### src/rtl/seg_pkg.sv
// seg_pkg: shared constants for the seven-segment monitor.
//   - segment patterns, ordered {a,b,c,d,e,f,g}, for the five legal digits
//   - report codes, including the invalid-pattern code
//   - report FSM state type
package seg_pkg;

  localparam logic [6:0] PAT_0 = 7'b1111110;
  localparam logic [6:0] PAT_1 = 7'b0110000;
  localparam logic [6:0] PAT_2 = 7'b1101101;
  localparam logic [6:0] PAT_3 = 7'b1111001;
  localparam logic [6:0] PAT_E = 7'b1001111;

  localparam logic [2:0] CODE_0   = 3'b000;
  localparam logic [2:0] CODE_1   = 3'b001;
  localparam logic [2:0] CODE_2   = 3'b010;
  localparam logic [2:0] CODE_3   = 3'b011;
  localparam logic [2:0] CODE_E   = 3'b100;
  localparam logic [2:0] CODE_INV = 3'b111;

  typedef enum logic {WAIT, HOLD} state_t;

endpackage

### src/rtl/seven_segment_monitor_if.sv
// seven_segment_monitor_if: report handshake between the monitor and its
// consumer.
//   out_valid  report available (producer -> consumer)
//   out_ready  consumer accepts the current report
//   code       decoded value
//   code_err   reported pattern is not in the decode table
// Modports: master = monitor side, slave = consumer side.
interface seven_segment_monitor_if;
  logic       out_valid;
  logic       out_ready;
  logic [2:0] code;
  logic       code_err;

  modport master (output out_valid, output code, output code_err, input out_ready);
  modport slave  (input out_valid, input code, input code_err, output out_ready);
endinterface

### src/rtl/seg_pattern_decode.sv
// seg_pattern_decode: combinational lookup of a 7-bit segment pattern.
//   pattern   {a,b,c,d,e,f,g}
//   code      decoded value, CODE_INV for anything not in the table
//   code_err  1 when the pattern is not in the table
module seg_pattern_decode
  import seg_pkg::*;
(
  input  logic [6:0] pattern,
  output logic [2:0] code,
  output logic       code_err
);

  always_comb begin
    code     = CODE_INV;
    code_err = 1'b1;
    case (pattern)
      PAT_0: begin code = CODE_0; code_err = 1'b0; end
      PAT_1: begin code = CODE_1; code_err = 1'b0; end
      PAT_2: begin code = CODE_2; code_err = 1'b0; end
      PAT_3: begin code = CODE_3; code_err = 1'b0; end
      PAT_E: begin code = CODE_E; code_err = 1'b0; end
      default: ;
    endcase
  end

endmodule

### src/rtl/seven_segment_monitor.sv
// seven_segment_monitor: samples seven segment lines, qualifies a pattern once
// it has been stable for STABLE_CYCLES samples, and reports each newly
// qualified pattern over a valid/ready handshake.
//   clk              rising-edge clock
//   reset_a          asynchronous active-high reset
//   seg_a..seg_g     segment lines, synchronous to clk
//   rpt              report handshake (out_valid/out_ready/code/code_err)
//   overrun          sticky: a qualified pattern arrived while a report was held
//   err_cnt          saturating count of captured invalid reports
// Build option: define SEG_ERR_CNT_EN to compile the err_cnt counter;
// otherwise err_cnt is tied to zero.
module seven_segment_monitor
  import seg_pkg::*;
#(
  parameter int STABLE_CYCLES = 4,
  parameter int CNT_W         = 8
) (
  input  logic                    clk,
  input  logic                    reset_a,
  input  logic                    seg_a,
  input  logic                    seg_b,
  input  logic                    seg_c,
  input  logic                    seg_d,
  input  logic                    seg_e,
  input  logic                    seg_f,
  input  logic                    seg_g,
  seven_segment_monitor_if.master rpt,
  output logic                    overrun,
  output logic [7:0]              err_cnt
);

  localparam logic [CNT_W-1:0] STABLE = CNT_W'(STABLE_CYCLES);
  localparam logic [CNT_W-1:0] ONE    = CNT_W'(1);

  logic [6:0]       seg_q, seg_prev, last_rep;
  logic [CNT_W-1:0] cnt;
  logic             primed, reach, first_pend, qual, chg;
  logic [2:0]       dec_code, code_r;
  logic             dec_err, err_r;
  state_t           state, state_nx;
  logic             capture, drop;

  // seg_prev is the pattern the counter describes: after an edge, cnt is the
  // number of consecutive samples equal to seg_prev.
  assign chg = (seg_q != seg_prev);

  // primed masks the first edge after reset, where seg_q still holds the
  // reset value rather than a real sample.
  always_ff @(posedge clk or posedge reset_a) begin
    if (reset_a) begin
      seg_q    <= '0;
      seg_prev <= '0;
      cnt      <= '0;
      primed   <= 1'b0;
      reach    <= 1'b0;
    end else begin
      seg_q    <= {seg_a, seg_b, seg_c, seg_d, seg_e, seg_f, seg_g};
      seg_prev <= seg_q;
      primed   <= 1'b1;
      reach    <= 1'b0;
      if (primed) begin
        if (chg || cnt == '0) begin
          cnt   <= ONE;
          reach <= (STABLE == ONE);
        end else if (cnt < STABLE) begin
          cnt   <= cnt + ONE;
          reach <= (cnt + ONE == STABLE);
        end
      end
    end
  end

  // reach is one-shot per run, so a saturated counter never requalifies.
  assign qual = reach && (first_pend || seg_prev != last_rep);

  always_ff @(posedge clk or posedge reset_a) begin
    if (reset_a) begin
      last_rep   <= '0;
      first_pend <= 1'b1;
    end else if (qual) begin
      last_rep   <= seg_prev;
      first_pend <= 1'b0;
    end
  end

  seg_pattern_decode u_dec (
    .pattern  (seg_prev),
    .code     (dec_code),
    .code_err (dec_err)
  );

  always_comb begin
    state_nx = state;
    capture  = 1'b0;
    drop     = 1'b0;
    case (state)
      WAIT: if (qual) begin
        capture  = 1'b1;
        state_nx = HOLD;
      end
      HOLD: begin
        if (rpt.out_ready) begin
          // accept and a new qualification together: replace, stay valid
          if (qual) capture  = 1'b1;
          else      state_nx = WAIT;
        end else if (qual) begin
          drop = 1'b1;
        end
      end
      default: state_nx = WAIT;
    endcase
  end

  always_ff @(posedge clk or posedge reset_a) begin
    if (reset_a) begin
      state   <= WAIT;
      code_r  <= '0;
      err_r   <= 1'b0;
      overrun <= 1'b0;
    end else begin
      state <= state_nx;
      if (capture) begin
        code_r <= dec_code;
        err_r  <= dec_err;
      end
      if (drop) overrun <= 1'b1;
    end
  end

  assign rpt.out_valid = (state == HOLD);
  assign rpt.code      = code_r;
  assign rpt.code_err  = err_r;

`ifdef SEG_ERR_CNT_EN
  logic [7:0] err_q;
  always_ff @(posedge clk or posedge reset_a) begin
    if (reset_a)                                 err_q <= '0;
    else if (capture && dec_err && err_q != 8'hFF) err_q <= err_q + 8'd1;
  end
  assign err_cnt = err_q;
`else
  assign err_cnt = '0;
`endif

endmodule

### src/flat_wrapper.sv
// flat-port wrapper written by rule: the top's interface ports become plain ports
module seven_segment_monitor_flat import seg_pkg::*;
#(
  parameter int STABLE_CYCLES = 4,
  parameter int CNT_W         = 8
)
  (clk, reset_a, seg_a, seg_b, seg_c, seg_d, seg_e, seg_f, seg_g, overrun, err_cnt, rpt_out_valid, rpt_code, rpt_code_err, rpt_out_ready);
  seven_segment_monitor_if rpt_i ();
  input  logic clk;
  input  logic reset_a;
  input  logic seg_a;
  input  logic seg_b;
  input  logic seg_c;
  input  logic seg_d;
  input  logic seg_e;
  input  logic seg_f;
  input  logic seg_g;
  output logic overrun;
  output logic [7:0] err_cnt;
  output wire logic [$bits(rpt_i.out_valid)-1:0] rpt_out_valid;
  output wire logic [$bits(rpt_i.code)-1:0] rpt_code;
  output wire logic [$bits(rpt_i.code_err)-1:0] rpt_code_err;
  input wire logic [$bits(rpt_i.out_ready)-1:0] rpt_out_ready;
  assign rpt_out_valid = rpt_i.out_valid;
  assign rpt_code = rpt_i.code;
  assign rpt_code_err = rpt_i.code_err;
  assign rpt_i.out_ready = rpt_out_ready;
  seven_segment_monitor #(.STABLE_CYCLES(STABLE_CYCLES), .CNT_W(CNT_W)) u_core (.clk(clk), .reset_a(reset_a), .seg_a(seg_a), .seg_b(seg_b), .seg_c(seg_c), .seg_d(seg_d), .seg_e(seg_e), .seg_f(seg_f), .seg_g(seg_g), .rpt(rpt_i), .overrun(overrun), .err_cnt(err_cnt));
endmodule
### config.mk
export PLATFORM = sky130hd
export DESIGN_NAME = seven_segment_monitor_flat
export DESIGN_NICKNAME = d
export VERILOG_FILES = /design/src/rtl/seg_pkg.sv /design/src/rtl/seven_segment_monitor_if.sv /design/src/rtl/seg_pattern_decode.sv /design/src/rtl/seven_segment_monitor.sv /design/src/flat_wrapper.sv
export SDC_FILE = /design/constraint.sdc
export NUM_CORES = 1
export LEC_CHECK = 0
export ABC_AREA = 0
export BUFFER_PORTS_ARGS = -buffer_cell sky130_fd_sc_hd__buf_4
export CORE_MARGIN = 1
export CORE_UTILIZATION = 55
export CTS_CLUSTER_DIAMETER = 200
export DETAILED_ROUTE_END_ITERATION = 12
export GPL_TIMING_DRIVEN = 0
export PLACE_DENSITY = 0.77
export SYNTH_ARGS = -nofsm -noshare
export SYNTH_HDL_FRONTEND = slang
export SYNTH_SLANG_ARGS = --single-unit
### constraint.sdc
create_clock -name clk -period 1.95 [get_ports clk]
set_clock_uncertainty 0.1 [all_clocks]
set_input_delay 0.195 -clock clk [delete_from_list [all_inputs] [get_ports clk]]
set_output_delay 0.195 -clock clk [all_outputs]
set_load 0.02 [all_outputs]
==> key figures, run 1 <==
Run status
  • Status: finished with violations
  • Violations in the final reports: design-rule violations

Setup path
  • Worst-path maximum fanout: 7
  • Critical path's top delay family: flip-flops
  • Worst r2r path cells: 5
  • Launching element of the worst setup path: u_core.seg_prev[6]
  • Start of the worst register-to-register path: u_core.seg_prev[6]
  • List of cells traversed by the critical path: buf_4, xor2_1, nor4_2, a21oi_1, mux2_1
  • Nature of the critical path endpoint: flip-flop
  • Crit path arrival time: between 1.5 and 2 ns
  • Highest-delay cell along the critical path: sky130_fd_sc_hd__dfrtp_1
  • Worst stage delay on the critical path: 0.37 ns
  • Buffers plus inverters on the worst setup path: 1
  • CP Launch Type: flip-flop
  • Type of the worst setup path: reg2reg
  • Data required time at the worst endpoint: 2.09 ns
  • Worst reg2reg endpoint: u_core.rpt.code[0]
  • Reg-to-reg setup timing slack: 0.15 ns

Final layout
  • Combined area of the multi-input logic cells: between 600 and 700 µm²
  • Design Area, Final: just over 2000 µm²
  • Util after Layout: 72.9%
  • Sequential cell area: around 950 µm²
  • Nets@finish: 181
  • Leading cell type in the layout, fill and taps excluded: sky130_fd_sc_hd__dfrtp_1
  • Fill count: 207
  • Area overhead of the layout relative to synthesis: 22.9%
  • Share of cells above drive strength 1: approximately 33%
  • N_diodes: 0
  • Most used cells in the layout excluding fill and tap cells: sky130_fd_sc_hd__dfrtp_1, sky130_fd_sc_hd__buf_4, sky130_fd_sc_hd__mux2_2

Floorplan
  • DIE AREA: between 3000 and 4000 µm²
  • Core area: 2810 µm²
  • Num rows: 19
  • Die extent in x: 57.0 µm
  • Die Y-Extent: ~57 µm
  • Initial Utilization: approximately three fifths
  • Number of top-level design ports: 24

Synthesis
  • Area share of the largest cell type after synthesis: between 50 and 60%
  • Synth async-reset ratio: 100%
  • Sequential-to-total area share from yosys stat: 57.2%
  • Number of warning messages in the yosys log: 0
  • Synthesized area per cell: 12.6 µm²
  • Cell type with the largest total area after synthesis: sky130_fd_sc_hd__dfrtp_1
  • Register bit total from synthesis: 38
  • Cells after synthesis: 132
  • Count of unique library cells instantiated by Yosys: 37
  • Synth Flop Type: sky130_fd_sc_hd__dfrtp_1
  • Synth area leaders: sky130_fd_sc_hd__dfrtp_1, sky130_fd_sc_hd__mux2_2, sky130_fd_sc_hd__xor2_1
  • Cell area after synthesis: 1660 µm²
  • Number of enable-type register cells in the synthesized netlist: 0

Placement
  • Post-DP HPWL: 1740 µm
  • Global placement routability congestion: 0.711
  • Total placed instance area: 1840 µm²
  • Number of input and output port buffers inserted: 15

STA
  • Actual transition at the worst max-transition pin: between 0.7 and 0.8 ns
  • Upper clock frequency limit: between 0.5 and 0.6 GHz
  • Tcrit/Tclk final: 92.3%
  • Total negative setup slack: 0 ns
  • Setup repair after global routing missed its margin: no
  • Clock period minus final worst setup slack: 1.80 ns
  • Hold Vio Cnt, Final: 0
  • Setup-failing EPs final: 0
  • Number of slew-limit violations in the final report: 0
  • Rel. slew slack: 49.9%

Drt
  • Per-cell routed wire length: ~13 µm
  • Residual antenna-violating net count after detailed routing: 0
  • First-iteration detailed-routing DRC count: 20
  • Routed via count: slightly above 1k
  • Length of the first detailed-routing pass in iterations: 8
  • Overall routed net length: between 2000 and 3000 µm
  • Vias per Instance: 5.08
  • Remaining DRCs: 6

CTS
  • Total number of H-tree levels: 2
  • TritonCTS clock tree: yes
  • Clock Path Buffers: 2
  • Post-CTS Setup Bufs: 0
  • Number of buffers created by CTS: 5
  • Clk Latency, worst-skew pair: 0.35 ns
  • Number of sinks handled by clock tree synthesis: 38
  • Clk pin slew, worst setup/hold paths: ~0.11 ns
  • CTS Root Cell: sky130_fd_sc_hd__clkbuf_4

Min path
  • End point of the most critical hold path: u_core.rpt.out_valid
  • Cell depth of the worst min-delay path: 3
  • Min-delay src: rpt_out_ready
  • Class of the tightest hold or removal check: in2reg

GRT
  • Wire length of the first global-routing pass: between 4000 and 5000 µm
  • Antenna violations before repair: 0
  • Number of global-route vias before repair: 1,001
  • Global-route total usage across every layer: a little under a fifth
  • Congestion Overflow GR: 0
  • Pin count of the biggest net entering global routing: 39

Power
  • Peak supply drop: 0.602 mV
  • Leakage: 1.02 nW
  • Power Dens Cells: 800 nW/µm²

Flow run
  • Reported max-cap violation count: 0
area by class of cell:
| cell class | count | share of cell area, % |
|---|---|---|
| Buffer | 15 | 5.50 |
| Clock buffer | 6 | 2.51 |
| Inverter | 5 | 0.917 |
| Clock inverter | 2 | 2.94 |
| Tap cell | 31 | 1.90 |
| Timing Repair Buffer | 23 | 9.42 |
| Sequential cell | 38 | 46.5 |
| Multi-Input combinational cell | 81 | 30.3 |
cell families (layout without fill, tap and decap cells):
logic type	after synthesis	in the layout	synth area share, %
flops	38	38	57.2
mux	12	12	8.05
simple gates	32	32	11.4
fa+ha+maj	2	2	1.50
other cells	2	9	0.451
xor+xnor	17	17	8.95
buf+inv	20	51	7.89
compound gates	9	9	4.51
power by group:
| group | total (W) | leakage [nW] | internal [W] | switching (W) |
|---|---|---|---|---|
| sequential | 0.000816 | 0.487 | 0.000805 | 0.0000111 |
| combinational | 0.000134 | 0.475 | 0.0000651 | 0.0000693 |
| clock | 0.000687 | 0.0585 | 0.000434 | 0.000253 |
| total | 0.00164 | 1.02 | 0.00130 | 0.000333 |
synthesized netlist by cell type (2+ instances only):
| cell type | count |
|---|---|
| sky130_fd_sc_hd__buf_4 | 9 |
| sky130_fd_sc_hd__and3_1 | 2 |
| sky130_fd_sc_hd__conb_1 | 2 |
| sky130_fd_sc_hd__nor3_1 | 3 |
| sky130_fd_sc_hd__inv_1 | 5 |
| sky130_fd_sc_hd__nand2_1 | 2 |
| sky130_fd_sc_hd__dfrtp_1 | 37 |
| sky130_fd_sc_hd__nand2b_1 | 2 |
| sky130_fd_sc_hd__nor2_1 | 4 |
| sky130_fd_sc_hd__and2_1 | 6 |
| sky130_fd_sc_hd__xor2_1 | 9 |
| sky130_fd_sc_hd__xnor2_1 | 8 |
| sky130_fd_sc_hd__nor4_1 | 3 |
| sky130_fd_sc_hd__nand4_1 | 4 |
| sky130_fd_sc_hd__buf_2 | 3 |
| sky130_fd_sc_hd__ha_1 | 2 |
| sky130_fd_sc_hd__nand3_1 | 2 |
| sky130_fd_sc_hd__mux2_2 | 10 |
metal layers:
metal	track usage [%]	wire [µm]	vias up
li1	-	-	498
met1	20.9	1090	486
met2	30.3	1250	29
met3	7.03	134	8
met4	9.41	64	0
met5	0	0	-
how the worst max path moves through the flow:
stage                                to  depth (start not counted)
floorplan           u_core.rpt.code_err                          5
finish               u_core.rpt.code[0]                          5
global placement     u_core.rpt.code[0]                          5
global route         u_core.rpt.code[2]                          4
CTS                  u_core.rpt.code[0]                          5
detailed placement   u_core.rpt.code[0]                          5
timing repair:
action | in CTS | in global routing
resized for setup | 0 | 2
endpoints found under the hold margin | 7 | 37
endpoints found under the setup margin | 0 | 4
hold buffers | 7 | 1
registers in the layout, summed over array words and instances (netlist names):
register and flops:
u_core.cnt 8, u_core.overrun 1, u_core.primed 1, u_core.last_rep 7, u_core.rpt.out_valid 1, u_core.reach 1, u_core.rpt.code 3, u_core.seg_prev 7
u_core.first_pend 1, u_core.seg_q 7, u_core.rpt.code_err 1
worst register-to-register path, delay by kind of cell (launching register included):
family	cells	cell delay, ns
muxes	1	0.35
buffers and inverters	1	0.16
DFF	1	0.37
xor gates and xnor gates	1	0.15
AOI/OAI and AO/OA	1	0.21
and+or+nand+nor	1	0.35
through the flow:
step | total power (W) | instances | hold slack (ns) | setup slack [ns]
6_report | 0.00164 | 201 | 0.0340 | 0.150
5_1_grt | 0.00169 | 201 | 0.0331 | 0.0577
2_1_floorplan | 0.000921 | 139 | 0.126 | 0.238
4_1_cts | 0.00165 | 200 | 0.0201 | 0.0467
3_3_place_gp | 0.000946 | 185 | 0.204 | 0.0894
3_5_place_dp | 0.000951 | 185 | 0.205 | 0.0738
Power figures use the tool's default switching activity.
==> inputs of run 2 (changes only) <==
CORE_UTILIZATION = 50   (was 55)
PLACE_DENSITY = 0.74   (was 0.77)
clock period = 1.6 ns   (was 1.95 ns; I/O delays follow)
==> run 2 against run 1 <==
  * The flow finishes with violations (negative setup slack)
  * Worst hold slack worse by 0.0071 ns
  * First-iteration DRC count is 25% lower
  * Maximum frequency is 4.5% higher
  * Non-clock buffer count is 1 higher
  * Combinational power is 30% higher
  * Design area is 1.3% higher
==> key figures, run 2 (synthesis results as in run 1) <==
Setup path
  • Nature of the critical path endpoint: flip-flop (unchanged)
  • Reg-to-reg setup timing slack: -0.12 ns (was 0.15 ns)
  • Crit path arrival time: 1.86 ns (was 1.94 ns)
  • Start of the worst register-to-register path: u_core.seg_prev[2] (was u_core.seg_prev[6])
  • Worst reg2reg endpoint: u_core.rpt.code_err (was u_core.rpt.code[0])
  • Data required time at the worst endpoint: 1.73 ns (was 2.09 ns)
  • Worst-path maximum fanout: 6 (was 7)
  • Worst r2r path cells: 5 (unchanged)
  • Type of the worst setup path: reg2reg (unchanged)
  • CP Launch Type: flip-flop (unchanged)

Drt
  • First-iteration detailed-routing DRC count: 15 (was 20)
  • Residual antenna-violating net count after detailed routing: 0 (unchanged)
  • Vias per Instance: 4.87 (was 5.08)
  • Remaining DRCs: 0 (was 6)
  • Overall routed net length: 2570 µm (was 2540 µm)
  • Length of the first detailed-routing pass in iterations: 3 (was 8)
  • Routed via count: 1,042 (was 1,021)
  • Per-cell routed wire length: 12.0 µm (was 12.6 µm)

STA
  • Rel. slew slack: 49.7% (was 49.9%)
  • Tcrit/Tclk final: 108% (was 92.3%)
  • Clock period minus final worst setup slack: 1.72 ns (was 1.80 ns)
  • Setup-failing EPs final: 13 (was 0)
  • Hold Vio Cnt, Final: 0 (unchanged)
  • Number of slew-limit violations in the final report: 0 (unchanged)
  • Total negative setup slack: -0.634 ns (was 0 ns)
  • Upper clock frequency limit: 0.581 GHz (was 0.556 GHz)
  • Setup repair after global routing missed its margin: yes (was no)
  • Actual transition at the worst max-transition pin: 0.753 ns (was 0.750 ns)
  • Post-route worst setup slack: -0.122 ns (was 0.150 ns)

Final layout
  • Register with the most flip-flops: u_core.cnt (unchanged)
  • Number of flip-flops in the largest register: 8 (unchanged)
  • Most used cells in the layout excluding fill and tap cells: sky130_fd_sc_hd__dfrtp_1, sky130_fd_sc_hd__buf_4, sky130_fd_sc_hd__mux2_2, sky130_fd_sc_hd__conb_1 (was sky130_fd_sc_hd__dfrtp_1, sky130_fd_sc_hd__buf_4, sky130_fd_sc_hd__mux2_2)
  • Leading cell type in the layout, fill and taps excluded: sky130_fd_sc_hd__dfrtp_1 (unchanged)
  • Combined area of the multi-input logic cells: 679 µm² (was 619 µm²)
  • Fill count: 249 (was 207)
  • Nets@finish: 182 (was 181)
  • Area overhead of the layout relative to synthesis: 24.5% (was 22.9%)
  • Design Area, Final: 2070 µm² (was 2050 µm²)
  • Share of cells above drive strength 1: 36.5% (was 32.9%)
  • N_diodes: 0 (unchanged)
  • Sequential cell area: 955 µm² (was 952 µm²)

Min path
  • Min-delay src: rpt_out_ready (unchanged)
  • End point of the most critical hold path: u_core.rpt.out_valid (unchanged)
  • Cell depth of the worst min-delay path: 3 (unchanged)
  • Class of the tightest hold or removal check: in2reg (unchanged)

Placement
  • Number of input and output port buffers inserted: 15 (unchanged)
  • Post-DP HPWL: 1780 µm (was 1740 µm)
  • Global placement routability congestion: 0.764 (was 0.711)
  • Total placed instance area: 1860 µm² (was 1840 µm²)

GRT
  • Antenna violations before repair: 0 (unchanged)
  • Global-route total usage across every layer: 18.0% (was 18.3%)
  • Pin count of the biggest net entering global routing: 39 (unchanged)
  • Congestion Overflow GR: 0 (unchanged)
  • Number of global-route vias before repair: 1,086 (was 1,001)
  • Wire length of the first global-routing pass: 4560 µm (was 4310 µm)

Power
  • Peak supply drop: 0.608 mV (was 0.602 mV)
  • Comb pwr share: 10.8% (was 8.2%)
  • Part of the total power dissipated in sequential elements: 61.8% (was 49.8%)
  • Power Dens Cells: 781 nW/µm² (was 800 nW/µm²)
  • Portion of total power attributed to the clock network: 27.4% (was 42.0%)
  • Switching part of the total: 23.8% (was 20.4%)
  • Internal power: 0.00123 W (was 0.00130 W)
  • Leakage: 1.01 nW (was 1.02 nW)
  • Switching power: 0.000385 W (was 0.000333 W)

Floorplan
  • Die Y-Extent: 59.7 µm (was 57.0 µm)
  • Initial Utilization: 53.6% (was 59.3%)
  • Die extent in x: 59.7 µm (was 57.0 µm)
  • Num rows: 20 (was 19)
  • Core area: 3100 µm² (was 2810 µm²)
  • Number of top-level design ports: 24 (unchanged)
  • DIE AREA: 3560 µm² (was 3250 µm²)

Run status
  • Violations in the final reports: negative setup slack (was design-rule violations)
  • Status: finished with violations (unchanged)

CTS
  • Clock Path Buffers: 2 (unchanged)
  • CTS Root Cell: sky130_fd_sc_hd__clkbuf_4 (unchanged)
  • Number of sinks handled by clock tree synthesis: 38 (unchanged)
  • Total number of H-tree levels: 2 (unchanged)
  • Clk pin slew, worst setup/hold paths: 0.10 ns (was 0.11 ns)
  • TritonCTS clock tree: yes (unchanged)
  • Number of buffers created by CTS: 5 (unchanged)
  • Clk Latency, worst-skew pair: 0.33 ns (was 0.35 ns)

Flow run
  • Reported max-cap violation count: 0 (unchanged)
run 2: cell types whose count changed in the layout (fill, tap and decap cells not counted), moves of 2 or more:
| cell | change |
|---|---|
| sky130_fd_sc_hd__dfrtp_1 | -2 |
| sky130_fd_sc_hd__mux2_4 | +2 |
| sky130_fd_sc_hd__bufinv_16 | -2 |
| sky130_fd_sc_hd__dfrtp_2 | +2 |
| sky130_fd_sc_hd__buf_4 | +3 |
run 2: worst max-delay path by stage:
stage	slack (ns)	start	cells after the start	endpoint
2_1_floorplan	-0.09	u_core.seg_prev[1]	5	u_core.rpt.code[1]
3_3_place_gp	-0.25	u_core.seg_prev[6]	5	u_core.rpt.code[0]
3_5_place_dp	-0.27	u_core.seg_prev[6]	5	u_core.rpt.code[0]
4_1_cts	-0.13	u_core.seg_prev[1]	5	u_core.rpt.code_err
5_1_grt	-0.19	u_core.seg_prev[2]	5	u_core.rpt.code[2]
6_report	-0.12	u_core.seg_prev[2]	5	u_core.rpt.code_err
run 2: layout make-up:
cell class | instances | share of cell area, %
Inverter | 5 | 0.906
Timing Repair Buffer | 27 | 10.7
Sequential cell | 38 | 46.1
Multi-Input combinational cell | 81 | 32.8
Buffer | 12 | 4.65
Clock buffer | 7 | 2.17
Tap cell | 44 | 2.66
run 2: worst max-delay path, stage by stage, from the launching register on:
cell	delay, ns
sky130_fd_sc_hd__dfrtp_1	0.40
sky130_fd_sc_hd__buf_8	0.13
sky130_fd_sc_hd__or4_4	0.52
sky130_fd_sc_hd__a21oi_4	0.16
sky130_fd_sc_hd__nor3_1	0.06
sky130_fd_sc_hd__mux2_2	0.27
run 2: routing by layer:
| metal | wire (µm) | track usage (%) | vias up |
|---|---|---|---|
| li1 | - | - | 499 |
| met1 | 1080 | 19.9 | 511 |
| met2 | 1330 | 29.8 | 28 |
| met3 | 120 | 5.19 | 4 |
| met4 | 39 | 12.6 | 0 |
| met5 | 0 | 0 | - |
run 2: metrics by stage:
step           utilization (%)  total power [W]  setup WS [ns]  hold WS (ns)  instances
6_report                  66.8          0.00162         -0.122        0.0269        214
5_1_grt                   66.8          0.00170         -0.192        0.0368        214
4_1_cts                   66.2          0.00164         -0.134        0.0156        214
3_5_place_dp              59.9          0.00116         -0.266         0.171        198
3_3_place_gp              59.9          0.00115         -0.251         0.169        198
2_1_floorplan                -          0.00112        -0.0880        0.0914        139
run 2: power groups by stage:
stage	clock network [W]	registers (W)	logic, W
6_report	0.000443	0.00100	0.000174
5_1_grt	0.000504	0.00100	0.000190
4_1_cts	0.000466	0.000996	0.000174
3_5_place_dp	0	0.00101	0.000146
3_3_place_gp	0	0.00101	0.000141
2_1_floorplan	0	0.00101	0.000112
run 2: repair_timing:
action | 4_1_cts | 5_1_grt
setup endpoints to repair | 12 | 13
gates resized for setup | 11 | 4
hold buffers | 7 | 1
pin swaps | 0 | 2
buffers inserted | 2 | 2
hold endpoints to repair | 7 | 37
==> inputs of run 3 (changes only) <==
BUFFER_PORTS_ARGS = not set   (was -buffer_cell sky130_fd_sc_hd__buf_4)
CORE_UTILIZATION = 55   (was 50)
DONT_BUFFER_PORTS = 1   (was not set)
PLACE_DENSITY = 0.73   (was 0.74)
==> run 3 against run 2 <==
  * The flow finishes with violations (design-rule violations, negative setup slack)
  * Non-clock buffer count fell by 13
  * Die area fell by 8.8%
  * Combinational power down 7%
  * Worst hold slack improved by 0.25 ns
  * Via count down 6.8%
  * First-iteration DRC count grew 80%
  * Global-route usage rose by 0.51 points
  * Worst setup slack worse by 0.0096 ns
  * Count of clock-buffer cells in the layout down 1
  * Total power grew 4.1%
  * Critical endpoint is now u_core.rpt.code[2]
  * Largest power group unchanged
==> key figures, run 3 (synthesis results as in run 1) <==
Drt
  • First-iteration detailed-routing DRC count: 27 (was 15)
  • Vias per Instance: 5.14 (was 4.87)
  • Length of the first detailed-routing pass in iterations: 8 (was 3)
  • Overall routed net length: 2580 µm (was 2570 µm)
  • Residual antenna-violating net count after detailed routing: 0 (unchanged)
  • Remaining DRCs: 8 (was 0)
  • Routed via count: 971 (was 1,042)
  • Per-cell routed wire length: 13.7 µm (was 12.0 µm)

GRT
  • Wire length of the first global-routing pass: 4450 µm (was 4560 µm)
  • Antenna violations before repair: 0 (unchanged)
  • Congestion Overflow GR: 0 (unchanged)
  • Number of global-route vias before repair: 977 (was 1,086)
  • Pin count of the biggest net entering global routing: 39 (unchanged)
  • Global-route total usage across every layer: 18.6% (was 18.0%)

Final layout
  • Combined area of the multi-input logic cells: 716 µm² (was 679 µm²)
  • N_diodes: 0 (unchanged)
  • Util after Layout: 71.8% (was 66.8%)
  • Area overhead of the layout relative to synthesis: 21.0% (was 24.5%)
  • Number of flip-flops in the largest register: 8 (unchanged)
  • Design Area, Final: 2010 µm² (was 2070 µm²)
  • Register with the most flip-flops: u_core.cnt (unchanged)
  • Fill count: 196 (was 249)
  • Most used cells in the layout excluding fill and tap cells: sky130_fd_sc_hd__dfrtp_1, sky130_fd_sc_hd__buf_4, sky130_fd_sc_hd__mux2_2, sky130_fd_sc_hd__conb_1, sky130_fd_sc_hd__dlygate4sd3_1 (was sky130_fd_sc_hd__dfrtp_1, sky130_fd_sc_hd__buf_4, sky130_fd_sc_hd__mux2_2, sky130_fd_sc_hd__conb_1)
  • Sequential cell area: 957 µm² (was 955 µm²)
  • Nets@finish: 169 (was 182)
  • Share of cells above drive strength 1: 37.3% (was 36.5%)
  • Leading cell type in the layout, fill and taps excluded: sky130_fd_sc_hd__dfrtp_1 (unchanged)

STA
  • Hold Vio Cnt, Final: 0 (unchanged)
  • Total negative setup slack: -0.452 ns (was -0.634 ns)
  • Actual transition at the worst max-transition pin: 0.745 ns (was 0.753 ns)
  • Number of slew-limit violations in the final report: 0 (unchanged)
  • Rel. slew slack: 50.2% (was 49.7%)
  • Clock period minus final worst setup slack: 1.73 ns (was 1.72 ns)
  • Setup-failing EPs final: 4 (was 13)
  • Tcrit/Tclk final: 108% (about the same)
  • Setup repair after global routing missed its margin: yes (unchanged)
  • Post-route worst setup slack: -0.132 ns (was -0.122 ns)
  • Upper clock frequency limit: 0.577 GHz (was 0.581 GHz)

Floorplan
  • Core area: 2810 µm² (was 3100 µm²)
  • Die Y-Extent: 57.0 µm (was 59.7 µm)
  • Initial Utilization: 59.3% (was 53.6%)
  • Number of top-level design ports: 24 (unchanged)
  • Die extent in x: 57.0 µm (was 59.7 µm)
  • Num rows: 19 (was 20)
  • DIE AREA: 3250 µm² (was 3560 µm²)

Power
  • Leakage: 0.968 nW (was 1.01 nW)
  • Power Dens Cells: 836 nW/µm² (was 781 nW/µm²)
  • Power consumption: 0.00168 W (was 0.00162 W)
  • Peak supply drop: 0.743 mV (was 0.608 mV)

Setup path
  • Type of the worst setup path: reg2reg (unchanged)
  • Crit path arrival time: 1.86 ns (about the same)
  • Worst stage delay on the critical path: 0.56 ns (was 0.52 ns)
  • Worst-path maximum fanout: 4 (was 6)
  • Buffers plus inverters on the worst setup path: 0 (was 1)
  • Nature of the critical path endpoint: flip-flop (unchanged)
  • CP Launch Type: flip-flop (unchanged)
  • Data required time at the worst endpoint: 1.73 ns (about the same)
  • List of cells traversed by the critical path: or4_4, a21oi_4, nor2_1, mux2_2 (was buf_8, or4_4, a21oi_4, nor3_1, mux2_2)
  • Critical path's top delay family: simple AND/OR/NAND/NOR gates (unchanged)
  • Highest-delay cell along the critical path: sky130_fd_sc_hd__or4_4 (unchanged)

Placement
  • Total placed instance area: 1730 µm² (was 1860 µm²)
  • Global placement routability congestion: 0.740 (was 0.764)
  • Post-DP HPWL: 1660 µm (was 1780 µm)
  • Number of input and output port buffers inserted: 0 (was 15)

CTS
  • Number of sinks handled by clock tree synthesis: 38 (unchanged)
  • Clk Latency, worst-skew pair: 0.33 ns (about the same)
  • Clk pin slew, worst setup/hold paths: 0.11 ns (was 0.10 ns)
  • Total number of H-tree levels: 2 (unchanged)
  • CTS Root Cell: sky130_fd_sc_hd__clkbuf_4 (unchanged)
  • TritonCTS clock tree: yes (unchanged)
  • Number of buffers created by CTS: 5 (unchanged)
  • Clock Path Buffers: 2 (unchanged)

Min path
  • Class of the tightest hold or removal check: in2reg (unchanged)

Flow run
  • Reported max-cap violation count: 0 (unchanged)

Run status
  • Violations in the final reports: design-rule violations, negative setup slack (was negative setup slack)
  • Status: finished with violations (unchanged)
[run 3: cell count changes in the layout (fill, tap and decap cells not counted), sizes merged]
| cell | delta |
|---|---|
| dlygate4sd3 | +1 |
| clkbuf | -1 |
| buf | -14 |
| clkinvlp | +1 |
| clkinv | +1 |
[run 3: layout make-up]
cell class	instances	share of cell area, %
multi-input cells	81	35.6
flip-flops and latches	38	47.5
repair buffers	16	7.09
clock buffers	6	2.55
clock inverters	2	0.622
plain buffers	10	3.79
well taps	31	1.93
inverters	5	0.932
[run 3: worst paths after layout]
path                                    startpoint                  to  slack [ns]  cells after the start
worst max register to register  u_core.seg_prev[2]  u_core.rpt.code[2]       -0.13                      4
min in group asynchronous                  reset_a  u_core.last_rep[5]        0.31                      2
worst min-delay path                         seg_a     u_core.seg_q[6]        0.28                      1
max in group asynchronous                  reset_a  u_core.seg_prev[1]        0.56                      2
worst max-delay path            u_core.seg_prev[2]  u_core.rpt.code[2]       -0.13                      4
worst min register to register     u_core.seg_q[5]  u_core.seg_prev[5]        0.30                      0
[run 3: routing by layer]
layer	up-vias	track usage, %	share of wire [%]
met3	4	5.44	4.2
met1	463	23.8	46
met4	0	7.32	1.6
met2	28	29.9	48
li1	476	-	-
met5	-	0	0
[run 3: worst reg2reg max path, delay by kind of cell, from the launching register on]
family | cells | cell delay [ns]
flip-flops | 1 | 0.46
multiplexers | 1 | 0.25
AND/OR/NAND/NOR | 2 | 0.63
AO/OA/AOI/OAI | 1 | 0.19
[run 3: stage by stage]
step / hold WS, ns / std cells / worst slack, ns
finish: 0.280 / 189 / -0.132
global route: 0.259 / 189 / -0.185
CTS: 0.0393 / 188 / -0.142
detailed placement: 0.0915 / 170 / -0.278
global placement: 0.0915 / 170 / -0.272
floorplan: 0.0914 / 139 / -0.0880
[run 3: timing repair]
action,CTS,global route
hold buffers,8,1
setup buffers,3,4
pin swaps,4,8
endpoints found under the setup margin,12,13
hold endpoints to repair,9,37
gates resized for setup,14,9
[run 3: power breakdown]
group | internal [W] | switching [W] | total [W] | leakage (nW)
logic | 0.0000787 | 0.0000824 | 0.000161 | 0.451
registers | 0.000982 | 0.0000257 | 0.00101 | 0.483
clock network | 0.000211 | 0.000304 | 0.000515 | 0.0343
total | 0.00127 | 0.000412 | 0.00168 | 0.968
